## src/rtl/hi_lo_muldiv_unit_if.sv

```systemverilog
// ============================================================================
// Module      : hi_lo_muldiv_unit_if
// Description : Operand/handshake bundle between the EX stage and the HI/LO
//               multiply-divide unit.
// Revision    : 1.0 - initial release
// ============================================================================
`default_nettype none

interface hi_lo_muldiv_unit_if #(
  parameter int WIDTH = 32
);
  logic             StartIn;
  logic [2:0]       OpIn;
  logic [WIDTH-1:0] OperandAIn;
  logic [WIDTH-1:0] OperandBIn;
  logic             FlushIn;
  logic             HiLoSel;
  logic             BusyOut;
  logic             DoneOut;
  logic             DivByZeroOut;
  logic [WIDTH-1:0] HiOut;
  logic [WIDTH-1:0] LoOut;
  logic [WIDTH-1:0] HiLoOut;

  modport master (
    output StartIn, OpIn, OperandAIn, OperandBIn, FlushIn, HiLoSel,
    input  BusyOut, DoneOut, DivByZeroOut, HiOut, LoOut, HiLoOut
  );

  modport slave (
    input  StartIn, OpIn, OperandAIn, OperandBIn, FlushIn, HiLoSel,
    output BusyOut, DoneOut, DivByZeroOut, HiOut, LoOut, HiLoOut
  );
endinterface

`default_nettype wire

```

## src/rtl/hi_lo_muldiv_unit.sv

```systemverilog
// ============================================================================
// Module      : hi_lo_muldiv_unit
// Description : HI/LO register pair with iterative radix-2 multiply, MADD/MSUB
//               and restoring divide. Divider built only with HILO_DIV_EN.
// Revision    : 1.0 - initial release
// ============================================================================
`default_nettype none

module hi_lo_muldiv_unit #(
  parameter int WIDTH = 32
) (
  input wire logic           Clk,
  input wire logic           Reset,
  hi_lo_muldiv_unit_if.slave bus
);

  localparam int CW = $clog2(WIDTH);

  typedef enum logic [2:0] {
    OP_MULT, OP_MULTU, OP_DIV, OP_DIVU, OP_MADD, OP_MSUB, OP_MTHI, OP_MTLO
  } op_t;

  typedef enum logic [2:0] {S_IDLE, S_MUL, S_DIV, S_FIX, S_DONE} state_t;

  state_t             state_q;
  op_t                op_q;
  logic               neg_q;
  logic [WIDTH-1:0]   opnd_q;
  logic [2*WIDTH-1:0] prod_q;
  logic [CW-1:0]      cnt_q;
  logic [WIDTH-1:0]   hi_q, lo_q;
  logic               busy_q, done_q, dbz_q;

  op_t                w_op;
  logic               w_signed;
  logic [WIDTH-1:0]   w_a_abs, w_b_abs;
  logic [WIDTH:0]     mul_sum_d;
  logic [2*WIDTH-1:0] mul_step_d;
  logic [2*WIDTH-1:0] mag_d, fix_d;

  assign w_op     = op_t'(bus.OpIn);
  assign w_signed = (w_op == OP_MULT) || (w_op == OP_DIV) ||
                    (w_op == OP_MADD) || (w_op == OP_MSUB);
  assign w_a_abs  = (w_signed && bus.OperandAIn[WIDTH-1]) ? -bus.OperandAIn : bus.OperandAIn;
  assign w_b_abs  = (w_signed && bus.OperandBIn[WIDTH-1]) ? -bus.OperandBIn : bus.OperandBIn;

  // Shift-add: multiplier sits in the low half and shifts out as the product fills in.
  assign mul_sum_d  = {1'b0, prod_q[2*WIDTH-1:WIDTH]} + (prod_q[0] ? {1'b0, opnd_q} : '0);
  assign mul_step_d = {mul_sum_d, prod_q[WIDTH-1:1]};

`ifdef HILO_DIV_EN
  logic               sa_q;
  logic [WIDTH:0]     div_shift_d, div_diff_d;
  logic [2*WIDTH-1:0] div_step_d;

  // Restoring step: {remainder, dividend} shifts left, quotient bits enter at bit 0.
  assign div_shift_d = prod_q[2*WIDTH-1:WIDTH-1];
  assign div_diff_d  = div_shift_d - {1'b0, opnd_q};
  assign div_step_d  = div_diff_d[WIDTH]
                     ? {div_shift_d[WIDTH-1:0], prod_q[WIDTH-2:0], 1'b0}
                     : {div_diff_d[WIDTH-1:0],  prod_q[WIDTH-2:0], 1'b1};
`endif

  always_comb begin
    mag_d = neg_q ? -prod_q : prod_q;
    fix_d = mag_d;
    case (op_q)
      OP_MADD: fix_d = {hi_q, lo_q} + mag_d;
      OP_MSUB: fix_d = {hi_q, lo_q} - mag_d;
`ifdef HILO_DIV_EN
      OP_DIV, OP_DIVU: begin
        fix_d[WIDTH-1:0]       = neg_q ? -prod_q[WIDTH-1:0] : prod_q[WIDTH-1:0];
        fix_d[2*WIDTH-1:WIDTH] = sa_q ? -prod_q[2*WIDTH-1:WIDTH] : prod_q[2*WIDTH-1:WIDTH];
      end
`endif
      default: ;
    endcase
  end

  always_ff @(posedge Clk or negedge Reset) begin
    if (!Reset) begin
      state_q <= S_IDLE;
      op_q    <= OP_MULT;
      neg_q   <= 1'b0;
      opnd_q  <= '0;
      prod_q  <= '0;
      cnt_q   <= '0;
      hi_q    <= '0;
      lo_q    <= '0;
      busy_q  <= 1'b0;
      done_q  <= 1'b0;
      dbz_q   <= 1'b0;
`ifdef HILO_DIV_EN
      sa_q    <= 1'b0;
`endif
    end else begin
      done_q <= 1'b0;
      dbz_q  <= 1'b0;
      case (state_q)
        S_IDLE, S_DONE: begin
          state_q <= S_IDLE;
          if (bus.StartIn && !bus.FlushIn) begin
            case (w_op)
              OP_MTHI: hi_q <= bus.OperandAIn;
              OP_MTLO: lo_q <= bus.OperandAIn;
              OP_DIV, OP_DIVU: begin
`ifdef HILO_DIV_EN
                if (bus.OperandBIn == '0) begin
                  state_q <= S_DONE;
                  done_q  <= 1'b1;
                  dbz_q   <= 1'b1;
                end else begin
                  state_q <= S_DIV;
                  busy_q  <= 1'b1;
                  op_q    <= w_op;
                  opnd_q  <= w_b_abs;
                  prod_q  <= {{WIDTH{1'b0}}, w_a_abs};
                  cnt_q   <= '0;
                  neg_q   <= w_signed && (bus.OperandAIn[WIDTH-1] ^ bus.OperandBIn[WIDTH-1]);
                  sa_q    <= w_signed && bus.OperandAIn[WIDTH-1];
                end
`else
                state_q <= S_DONE;
                done_q  <= 1'b1;
`endif
              end
              default: begin
                state_q <= S_MUL;
                busy_q  <= 1'b1;
                op_q    <= w_op;
                opnd_q  <= w_a_abs;
                prod_q  <= {{WIDTH{1'b0}}, w_b_abs};
                cnt_q   <= '0;
                neg_q   <= w_signed && (bus.OperandAIn[WIDTH-1] ^ bus.OperandBIn[WIDTH-1]);
              end
            endcase
          end
        end
        S_MUL: begin
          if (bus.FlushIn) begin
            state_q <= S_IDLE;
            busy_q  <= 1'b0;
          end else begin
            prod_q <= mul_step_d;
            cnt_q  <= cnt_q + CW'(1);
            if (cnt_q == CW'(WIDTH - 1)) state_q <= S_FIX;
          end
        end
`ifdef HILO_DIV_EN
        S_DIV: begin
          if (bus.FlushIn) begin
            state_q <= S_IDLE;
            busy_q  <= 1'b0;
          end else begin
            prod_q <= div_step_d;
            cnt_q  <= cnt_q + CW'(1);
            if (cnt_q == CW'(WIDTH - 1)) state_q <= S_FIX;
          end
        end
`endif
        S_FIX: begin
          busy_q <= 1'b0;
          if (bus.FlushIn) begin
            state_q <= S_IDLE;
          end else begin
            {hi_q, lo_q} <= fix_d;
            done_q       <= 1'b1;
            state_q      <= S_DONE;
          end
        end
        default: begin
          state_q <= S_IDLE;
          busy_q  <= 1'b0;
        end
      endcase
    end
  end

  assign bus.BusyOut      = busy_q;
  assign bus.DoneOut      = done_q;
  assign bus.DivByZeroOut = dbz_q;
  assign bus.HiOut        = hi_q;
  assign bus.LoOut        = lo_q;
  assign bus.HiLoOut      = bus.HiLoSel ? hi_q : lo_q;

endmodule

`default_nettype wire

```

## src/flat_wrapper.sv

```systemverilog
// flat-port wrapper written by rule: the top's interface ports become plain ports
module hi_lo_muldiv_unit_flat 
#(
  parameter int WIDTH = 32
)
  (Clk, Reset, bus_StartIn, bus_OpIn, bus_OperandAIn, bus_OperandBIn, bus_FlushIn, bus_HiLoSel, bus_BusyOut, bus_DoneOut, bus_DivByZeroOut, bus_HiOut, bus_LoOut, bus_HiLoOut);
  hi_lo_muldiv_unit_if #(.WIDTH(WIDTH)) bus_i ();
  input wire logic Clk;
  input wire logic Reset;
  input wire logic [$bits(bus_i.StartIn)-1:0] bus_StartIn;
  input wire logic [$bits(bus_i.OpIn)-1:0] bus_OpIn;
  input wire logic [$bits(bus_i.OperandAIn)-1:0] bus_OperandAIn;
  input wire logic [$bits(bus_i.OperandBIn)-1:0] bus_OperandBIn;
  input wire logic [$bits(bus_i.FlushIn)-1:0] bus_FlushIn;
  input wire logic [$bits(bus_i.HiLoSel)-1:0] bus_HiLoSel;
  output wire logic [$bits(bus_i.BusyOut)-1:0] bus_BusyOut;
  output wire logic [$bits(bus_i.DoneOut)-1:0] bus_DoneOut;
  output wire logic [$bits(bus_i.DivByZeroOut)-1:0] bus_DivByZeroOut;
  output wire logic [$bits(bus_i.HiOut)-1:0] bus_HiOut;
  output wire logic [$bits(bus_i.LoOut)-1:0] bus_LoOut;
  output wire logic [$bits(bus_i.HiLoOut)-1:0] bus_HiLoOut;
  assign bus_i.StartIn = bus_StartIn;
  assign bus_i.OpIn = bus_OpIn;
  assign bus_i.OperandAIn = bus_OperandAIn;
  assign bus_i.OperandBIn = bus_OperandBIn;
  assign bus_i.FlushIn = bus_FlushIn;
  assign bus_i.HiLoSel = bus_HiLoSel;
  assign bus_BusyOut = bus_i.BusyOut;
  assign bus_DoneOut = bus_i.DoneOut;
  assign bus_DivByZeroOut = bus_i.DivByZeroOut;
  assign bus_HiOut = bus_i.HiOut;
  assign bus_LoOut = bus_i.LoOut;
  assign bus_HiLoOut = bus_i.HiLoOut;
  hi_lo_muldiv_unit #(.WIDTH(WIDTH)) u_core (.Clk(Clk), .Reset(Reset), .bus(bus_i));
endmodule
```

## config.mk

```make
export PLATFORM = sky130hd
export DESIGN_NAME = hi_lo_muldiv_unit_flat
export DESIGN_NICKNAME = d
export VERILOG_FILES = /design/src/rtl/hi_lo_muldiv_unit_if.sv /design/src/rtl/hi_lo_muldiv_unit.sv /design/src/flat_wrapper.sv
export SDC_FILE = /design/constraint.sdc
export NUM_CORES = 1
export LEC_CHECK = 0
export ABC_AREA = 1
export BUFFER_PORTS_ARGS = -buffer_cell sky130_fd_sc_hd__buf_2
export CORE_UTILIZATION = 46
export CTS_CLUSTER_SIZE = 28
export DETAILED_ROUTE_END_ITERATION = 6
export HOLD_SLACK_MARGIN = 0.12
export MAX_ROUTING_LAYER = met4
export PLACE_DENSITY = 0.71
export SLEW_MARGIN = 5
export SYNTH_ARGS = -nofsm -noshare
export SYNTH_HDL_FRONTEND = slang
export SYNTH_SLANG_ARGS = --single-unit
```

## constraint.sdc

```tcl
create_clock -name Clk -period 5.5 [get_ports Clk]
set_clock_uncertainty 0.15 [all_clocks]
set_input_delay 0.825 -clock Clk [delete_from_list [all_inputs] [get_ports Clk]]
set_output_delay 0.825 -clock Clk [all_outputs]
set_load 0.03 [all_outputs]
```

# Word-level counts from Yosys, hierarchy flattened
# Cells that the tools add are included.
[classes] n_mux=36 eq_ne=20 n_bitwise=2 n_reduce_logical=21 addsub=7
[op_table] operator="2-to-1 mux 32 bit" n=10
[op_table] operator="2-to-1 mux 64 bit" n=4
[op_table] operator="case mux 64 bit (2 select lines)" n=2
[op_table] operator="case mux 32 bit (2 select lines)" n=2
[op_table] operator="adder 64 bit" n=1
[op_table] operator="negator 32 bit" n=2
[op_table] operator="negator 64 bit" n=1
[op_table] operator="subtractor 64 bit" n=1
[op_table] operator="adder 32 x 33 -> 33 bit" n=1
[op_table] operator="== test 3 bit, second input constant" n=7
[op_table] operator="2-to-1 mux 5 bit" n=3
[op_table] operator="2-to-1 mux 3 bit" n=4
[op_table] operator="inequality test 2 bit, second input constant" n=6
[op_table] operator="AND reduction 4 bit" n=3
[op_table] operator="case mux 5 bit (2 select lines)" n=1
[op_table] operator="== test 3 x 2 -> 1 bit, second input constant" n=3
[op_table] operator="case mux 3 bit (3 select lines)" n=1
[op_table] operator="zero test 3 bit" n=2
[op_table] operator="2-to-1 mux 1 bit" n=6
[op_table] operator="case mux 3 bit (2 select lines)" n=1
[op_table] operator="AND reduction 3 bit" n=2
[op_table] operator="OR reduction 2 bit" n=3
[op_table] operator="adder 5 x 1 -> 5 bit, second input constant" n=1
[op_table] operator="== test 5 bit, second input constant" n=1
[op_table] operator="11 further kinds" n=18
[word_totals] ff_bits=174 word_cells=96 output_inout_bits=99

# Depth between registers and ports, before layout
# Gate-level depths: netlist of the first run.
[depth] depth_word=9 mapped_depth=40

# Worst setup path before layout of the first run
# OpenSTA, ideal clock, no wires.
[synth_timing] kind="reg2reg" startpoint="register u_core.prod_q[0]" endpoint="register u_core.hi_q[24] (netlist: u_core.bus.HiOut[24])" t_arrival_ps=4152 synth_period_minus_slack_ps=4426 n_path_buf=2 path_stages_with_launch=39 path_slack_ps=1074 path_cell_list="dfrtp_1 buf_6 inv_4 ha_1 nand2_2 nor2_4 buf_6 nor2_2 nand2_1 nand2_2 nor2_2 nand2_2 nor2_4 nand2_4 nor2_8 nand2_2 nand2_4 nand2_4 [3 not listed] xor2_1 inv_1 ha_1 nand2_1 nor2_1 inv_1 nor2_1 inv_1 nor2_1 inv_1 nor4_1 nand2_1 o211ai_1 a21boi_0 nand2_1 nand2_1 o21bai_1 a21oi_1"
[synth_via] elab_chain_len=6 word_cells_on_any_way=7 classes_between="3 x add/sub; 4 x mux"
[synth_rtl] element="start: declaration" line="hi_lo_muldiv_unit.sv:29" rtl="logic [2*WIDTH-1:0] prod_q;"
[synth_rtl] element="start signal: assignment" line="hi_lo_muldiv_unit.sv:132" rtl="prod_q <= {{WIDTH{1'b0}}, w_b_abs};"
[synth_rtl] element="start signal: assignment" line="hi_lo_muldiv_unit.sv:144" rtl="prod_q <= mul_step_d;"
[synth_rtl] element="negator 64 bit" line="hi_lo_muldiv_unit.sv:65" rtl="mag_d = neg_q ? -prod_q : prod_q;"
[synth_rtl] element="2-to-1 mux 64 bit *" line="hi_lo_muldiv_unit.sv:65"
[synth_rtl] element="subtractor 64 bit or adder 64 bit (tied branches)" line="hi_lo_muldiv_unit.sv:69, hi_lo_muldiv_unit.sv:68"
[synth_rtl] element="case mux 64 bit (2 select lines) *" line="hi_lo_muldiv_unit.sv:67" rtl="case (op_q)"
[synth_rtl] element="2-to-1 mux 32 bit *" line="hi_lo_muldiv_unit.sv:163" rtl="if (bus.FlushIn) begin"
[synth_rtl] element="case mux 32 bit (2 select lines) *" line="hi_lo_muldiv_unit.sv:99" rtl="case (state_q)"
[synth_rtl] element="end signal: assignment" line="hi_lo_muldiv_unit.sv:104" rtl="OP_MTHI: hi_q <= bus.OperandAIn;"
[synth_rtl] element="end signal: assignment" line="hi_lo_muldiv_unit.sv:166" rtl="{hi_q, lo_q} <= fix_d;"
[synth_rtl] element="end: declaration" line="hi_lo_muldiv_unit.sv:31" rtl="logic [WIDTH-1:0] hi_q, lo_q;"
# Mark *: on every way between the ends. The rest lies on a longest branch, timed or not. The select of a mux whose other input is x is not followed.
# A chain may end at the register's enable or synchronous reset.

# Final worst setup path of the first run
# Same ends and word-level chain as after synthesis.

==> impl_metrics.ini, run 1 <==
[outcome]
status = finished, final reports clean

[clock_network]
cts_num_sinks = 174
cts-root-buf = clkbuf_16
h-tree-depth = 4
cts_buffer_depth = 2
clkTransAtPathRegs_ps = 70
cts_made_buffers = 17
clk_latency_ps = 520
cts_tree = yes

[place]
gp_congestion = 1.124
hpwl_mm = 68.06
io_buffer_count = 169

[worst_setup_path]
path_depth = 32
arrival_ps = 5490
crit_start = u_core.prod_q[0]
rr_endpoint = u_core.bus.HiOut[24]
crit_required_ps = 5750
cp_num_buf_inv = 7
critPathMaxStageDelay_ps = 430
cp_common_cell = nand2_1
r2r-start = u_core.prod_q[0]
end_kind = flop
criticalPathCategory = reg2reg
rrSetupSlack_ps = 260
startpoint_type = flop
slowest_stage = dfrtp_2
path_max_fanout = 6
crit_path_end = u_core.bus.HiOut[24]
ff2ff_path_depth = 32
cp_top_family = simple AND/OR/NAND/NOR gates

[detailed_routing]
drc = 0
viasPerCell = 5.805
wirelength_mm = 84.88
dr.pass1.iters = 6
ant_nets = 0
first_iter_violations = 2625
vias = 23140
wire_per_inst_um = 21.29

[floorplan]
core-area_mm2 = 0.04213
dieArea_mm2 = 0.04381
die_width_um = 209.3
io-pin-count = 171
rows = 75
fp.dieH_um = 209.3
start_util = 0.4692

[final_layout]
n_antenna_cell = 0
layout-drive-gt1-share = 0.1274
fin_nets = 3609
syn_to_final_growth_pct = 13.06

[timing]
rsz0062_at_grt = true
setup_viol = 0
slew_violations = 0
tns_ps = 0
relSlewSlack = 0.3540
fmax_mhz = 190.9
min_period_ps = 5238
tightest_slew_ps = 958.9
finalHoldViolations = 0
post-route-period-util = 0.9524

[yosys]
yosys_warnings = 0
synthArstFlopShare = 1.000
syn_nets = 3436
yosysUniqueCellTypes = 60
ys_seq_area_frac = 0.2203
syn_inst = 3262
synthFlopType = dfrtp_1
synth_edf_count = 0
syn_area_mm2 = 0.01977
postSynthRegisterBits = 174
synth.avg_cell_area_um2 = 6.060

[global_route]
antenna_found_initial = 0
globalRouteOverflowTotal = 0
grt_max_degree = 111
grt.total_usage = 0.3977
grt_pass1_wl_mm = 126.2
grt_pass1_vias = 20780

[hold_path]
hold_path_class = in2async

[flow_run]
drv_cap = 0
[metrics by stage]
| step | worst slack, ps | area [um2] | utilization | hold slack, ps | cells |
|---|---|---|---|---|---|
| floorplan | 1074 | 19770 | - | 303.4 | 3262 |
| global placement | 55.61 | 21490 | 0.5100 | 315.8 | 3946 |
| detailed placement | -22.55 | 21490 | 0.5100 | 326.6 | 3946 |
| CTS | 63.94 | 22070 | 0.5237 | 161.1 | 3977 |
| global route | -47.30 | 22350 | 0.5305 | 180.7 | 3986 |
| finish | 261.9 | 22350 | 0.5305 | 139.1 | 3986 |
[cells by family (layout without fill, tap and decap cells)]
group / count (synthesis) / in the layout / synth area share
DFF: 174 / 174 / 0.2203
adders and majority gates: 102 / 102 / 0.06532
xor gates and xnor gates: 135 / 135 / 0.05981
other: 1 / 1 / 0.0001897
and+or+nand+nor: 1573 / 1574 / 0.3341
muxes: 16 / 16 / 0.009114
buffers and inverters: 520 / 704 / 0.1006
AOI/OAI and AO/OA: 741 / 741 / 0.2105
[layout by cell type, fill, tap and decap left out, types with 40 or more instances in the layout]
cell type and n:
a21oi_1 251, buf_2 168, buf_4 73, dfrtp_1 172, ha_1 93, inv_1 407, nand2_1 748, nand3_1 174
nor2_1 461, o211ai_1 40, o21ai_0 290, xor2_1 98
[area by class of cell]
cell class	instances	area (um2)
fillers	4481	19780
multi-input cells	2569	13690
flip-flops and latches	174	4357
inverters	429	1613
repair buffers	244	1443
well taps	539	674.4
clock buffers	23	467.9
clock inverters	8	107.6
[metal layers]
layer  up-vias  GRT usage  wire length [um]
met5         -          -                 0
met4         0     0.2137              4906
met3       194    0.06704              7318
met2      1186     0.5705             35780
met1     10690     0.5327             36870
li1      11070          -                 -
[flip-flops by register name, indices dropped and copies added, names as in the netlist]
register and count:
u_core.bus.LoOut 32, u_core.neg_q 1, u_core.prod_q 64, u_core.bus.HiOut 32, u_core.bus.BusyOut 1, u_core.bus.DoneOut 1, u_core.state_q 3, u_core.op_q 3
u_core.opnd_q 32, u_core.cnt_q 5
[worst min-delay path by stage]
stage / startpoint / end / slack, ps / cells after the start
2_1_floorplan: u_core.op_q[0] / u_core.op_q[0] / 300 / 2
3_3_place_gp: u_core.opnd_q[31] / u_core.opnd_q[31] / 320 / 2
3_5_place_dp: u_core.opnd_q[29] / u_core.opnd_q[29] / 330 / 2
4_1_cts: Reset / u_core.cnt_q[4] / 160 / 1
5_1_grt: Reset / u_core.cnt_q[4] / 180 / 1
6_report: Reset / u_core.cnt_q[4] / 140 / 1
[Yosys cell counts (15+ instances only)]
| master | number | area, um2 |
|---|---|---|
| nand2_1 | 754 | 2830 |
| nor2_1 | 475 | 1783 |
| inv_1 | 408 | 1531 |
| o21ai_0 | 294 | 1471 |
| a21oi_1 | 253 | 1266 |
| nand3_1 | 177 | 885.9 |
| dfrtp_1 | 174 | 4354 |
| ha_1 | 100 | 1251 |
| xor2_1 | 100 | 875.8 |
| clkbuf_1 | 72 | 270.3 |
| nor3_1 | 40 | 200.2 |
| o211ai_1 | 40 | 300.3 |
| a31oi_1 | 38 | 237.7 |
| xnor2_1 | 35 | 306.5 |
| nand4_1 | 28 | 175.2 |
| nand2_2 | 19 | 118.9 |
| nor2_2 | 19 | 118.9 |
| inv_2 | 18 | 67.56 |
| mux2_2 | 16 | 180.2 |
| or2_2 | 16 | 100.1 |
| a21o_1 | 15 | 112.6 |
| nor4_1 | 15 | 93.84 |
[timing repair]
item,4_1_cts,5_1_grt
hold buffers,0,0
endpoints found under the setup margin,1,35
cloned,0,1
pin swaps,1,13
setup buffers,0,8
gates resized for setup,1,57
Power of run 1 is left out: the tool's default activity adds up to more than one toggle a clock period on the data nets, which glitch-free logic cannot reach.
==> run 2, diff against run 1 <==
clock period = 6.55 ns   (was 5.5 ns; I/O delays follow)
==> run 2 against run 1 <==
Effect of this change: count of clock-buffer cells in the layout fell by 5; routed wire length fell by 1.7%; fmax fell by 8.9%; die area did not move; non-clock buffer count fell by 50; final area fell by 2.7%; via count fell by 2.0%; critical path type unchanged; critical path depth did not move; utilization fell by 1.5 points; cell count fell by 1.2%; sequential cell count did not move.
==> impl_metrics.ini, run 2 (same netlist as run 1, synthesis figures left out) <==
[final_layout]
nFillCells = 4464
layout.cells.most_common_list = 752 x nand2_1, 475 x nor2_1, 407 x inv_1
regMostFlops = u_core.prod_q
syn_to_final_growth_pct = 9.969
multi_input_area_mm2 = 0.01346
final-seq-area_mm2 = 0.004355
layout-drive-gt1-share = 0.1024
mostFrequentLayoutCell = nand2_1
largest_reg_flops = 64
fin_nets = 3558

[worst_setup_path]
crit_start = u_core.prod_q[1]
crit_required_ps = 6820
crit_path_end = u_core.bus.HiOut[22]
criticalPathCategory = reg2reg
r2r-start = u_core.prod_q[1]
rr_endpoint = u_core.bus.HiOut[22]
ff2ff_path_depth = 32
rrSetupSlack_ps = 800
end_kind = flop
critPathMaxStageDelay_ps = 450
arrival_ps = 6020
cp_common_cell = nand2_1
startpoint_type = flop
path_max_fanout = 11
slowest_stage = ha_1

[timing]
rsz0062_at_grt = false
relSlewSlack = 0.3286
slew_violations = 0
finalHoldViolations = 0
post-route-period-util = 0.8779
min_period_ps = 5750
tns_ps = 0
setup_viol = 0
tightest_slew_ps = 1007
fmax_mhz = 173.9

[clock_network]
cts_buffer_depth = 2
cts_resized = 0
cts_hold_buf = 0
clk_latency_ps = 510
cts_tree = yes
clkTransAtPathRegs_ps = 70
cts_made_buffers = 17
postCtsSetupBuffers = 0
h-tree-depth = 4
cts-root-buf = clkbuf_16
cts_num_sinks = 174

[global_route]
grt_pass1_wl_mm = 124.6
grt_max_degree = 77
grt_pass1_vias = 20300
antenna_found_initial = 0
globalRouteOverflowTotal = 0
grt.total_usage = 0.3920

[floorplan]
die_width_um = 209.3
fp.dieH_um = 209.3
dieArea_mm2 = 0.04381
core-area_mm2 = 0.04213
start_util = 0.4692
io-pin-count = 171
rows = 75

[detailed_routing]
dr.pass1.iters = 6
vias = 22690
drc = 0
wirelength_mm = 83.42
first_iter_violations = 2469
wire_per_inst_um = 21.19
viasPerCell = 5.762
ant_nets = 0

[place]
io_buffer_count = 169
hpwl_mm = 68.02
gp_congestion = 1.061

[hold_path]
hold_path_class = in2async

[outcome]
status = finished, final reports clean

[flow_run]
drv_cap = 0
run 2: cell types whose count changed in the layout (fill, tap and decap cells not counted), moves of 4 or more:
cell and change:
nand2_1 +4, nor2_2 -10, nor3_1 +7, buf_4 -48
o21ai_0 +4, nor2_4 -5, ha_2 -5, nor3_2 -6
nor2_1 +14, ha_1 +7
run 2: final cells by class:
class | count | area share
Antenna cell | 1 | 0.0001151
Clock buffer | 18 | 0.01974
Clock inverter | 14 | 0.007310
Inverter | 429 | 0.07419
Multi-Input combinational cell | 2568 | 0.6193
Sequential cell | 174 | 0.2004
Tap cell | 539 | 0.03102
Timing Repair Buffer | 194 | 0.04795
run 2: worst min-delay path by stage:
stage                      from          endpoint  slack (ps)  depth (start not counted)
2_1_floorplan    u_core.op_q[0]    u_core.op_q[0]         300                          2
3_3_place_gp   u_core.opnd_q[6]  u_core.opnd_q[6]         320                          2
3_5_place_dp   u_core.opnd_q[3]  u_core.opnd_q[3]         330                          2
4_1_cts                   Reset   u_core.cnt_q[2]         310                          1
5_1_grt                   Reset   u_core.cnt_q[2]         340                          1
6_report                  Reset   u_core.cnt_q[2]         290                          1
run 2: layer usage:
layer | track usage | vias up | routed length (um) | part of all wire
li1 | - | 10980 | - | -
met1 | 0.5319 | 10470 | 36870 | 0.44
met2 | 0.5685 | 1102 | 35440 | 0.42
met3 | 0.06659 | 140 | 7280 | 0.087
met4 | 0.1780 | 0 | 3836 | 0.046
met5 | - | - | 0 | 0
run 2: stage by stage:
stage / area (um2) / util / setup WS [ps] / hold WS, ps / std cells
after global routing: 21740 / 0.5159 / 286.5 / 339.8 / 3936
after global placement: 21150 / 0.5019 / 928.7 / 316.4 / 3904
final: 21740 / 0.5159 / 799.8 / 294.8 / 3937
after CTS: 21740 / 0.5159 / 962.1 / 313.2 / 3936
after floorplan: 19770 / - / 2124 / 303.4 / 3262
after detailed placement: 21150 / 0.5019 / 1019 / 327.3 / 3904
run 2: worst max-delay path, delay by kind of cell (launching register included):
kind | cells | cell delay [ps]
adder cells (fa/ha/maj) | 2 | 710
buffers and inverters | 2 | 250
AND/OR/NAND/NOR | 21 | 2930
XOR/XNOR | 2 | 270
flip-flops | 1 | 370
AO/OA/AOI/OAI | 5 | 970
Power of run 2 is left out for the same reason.
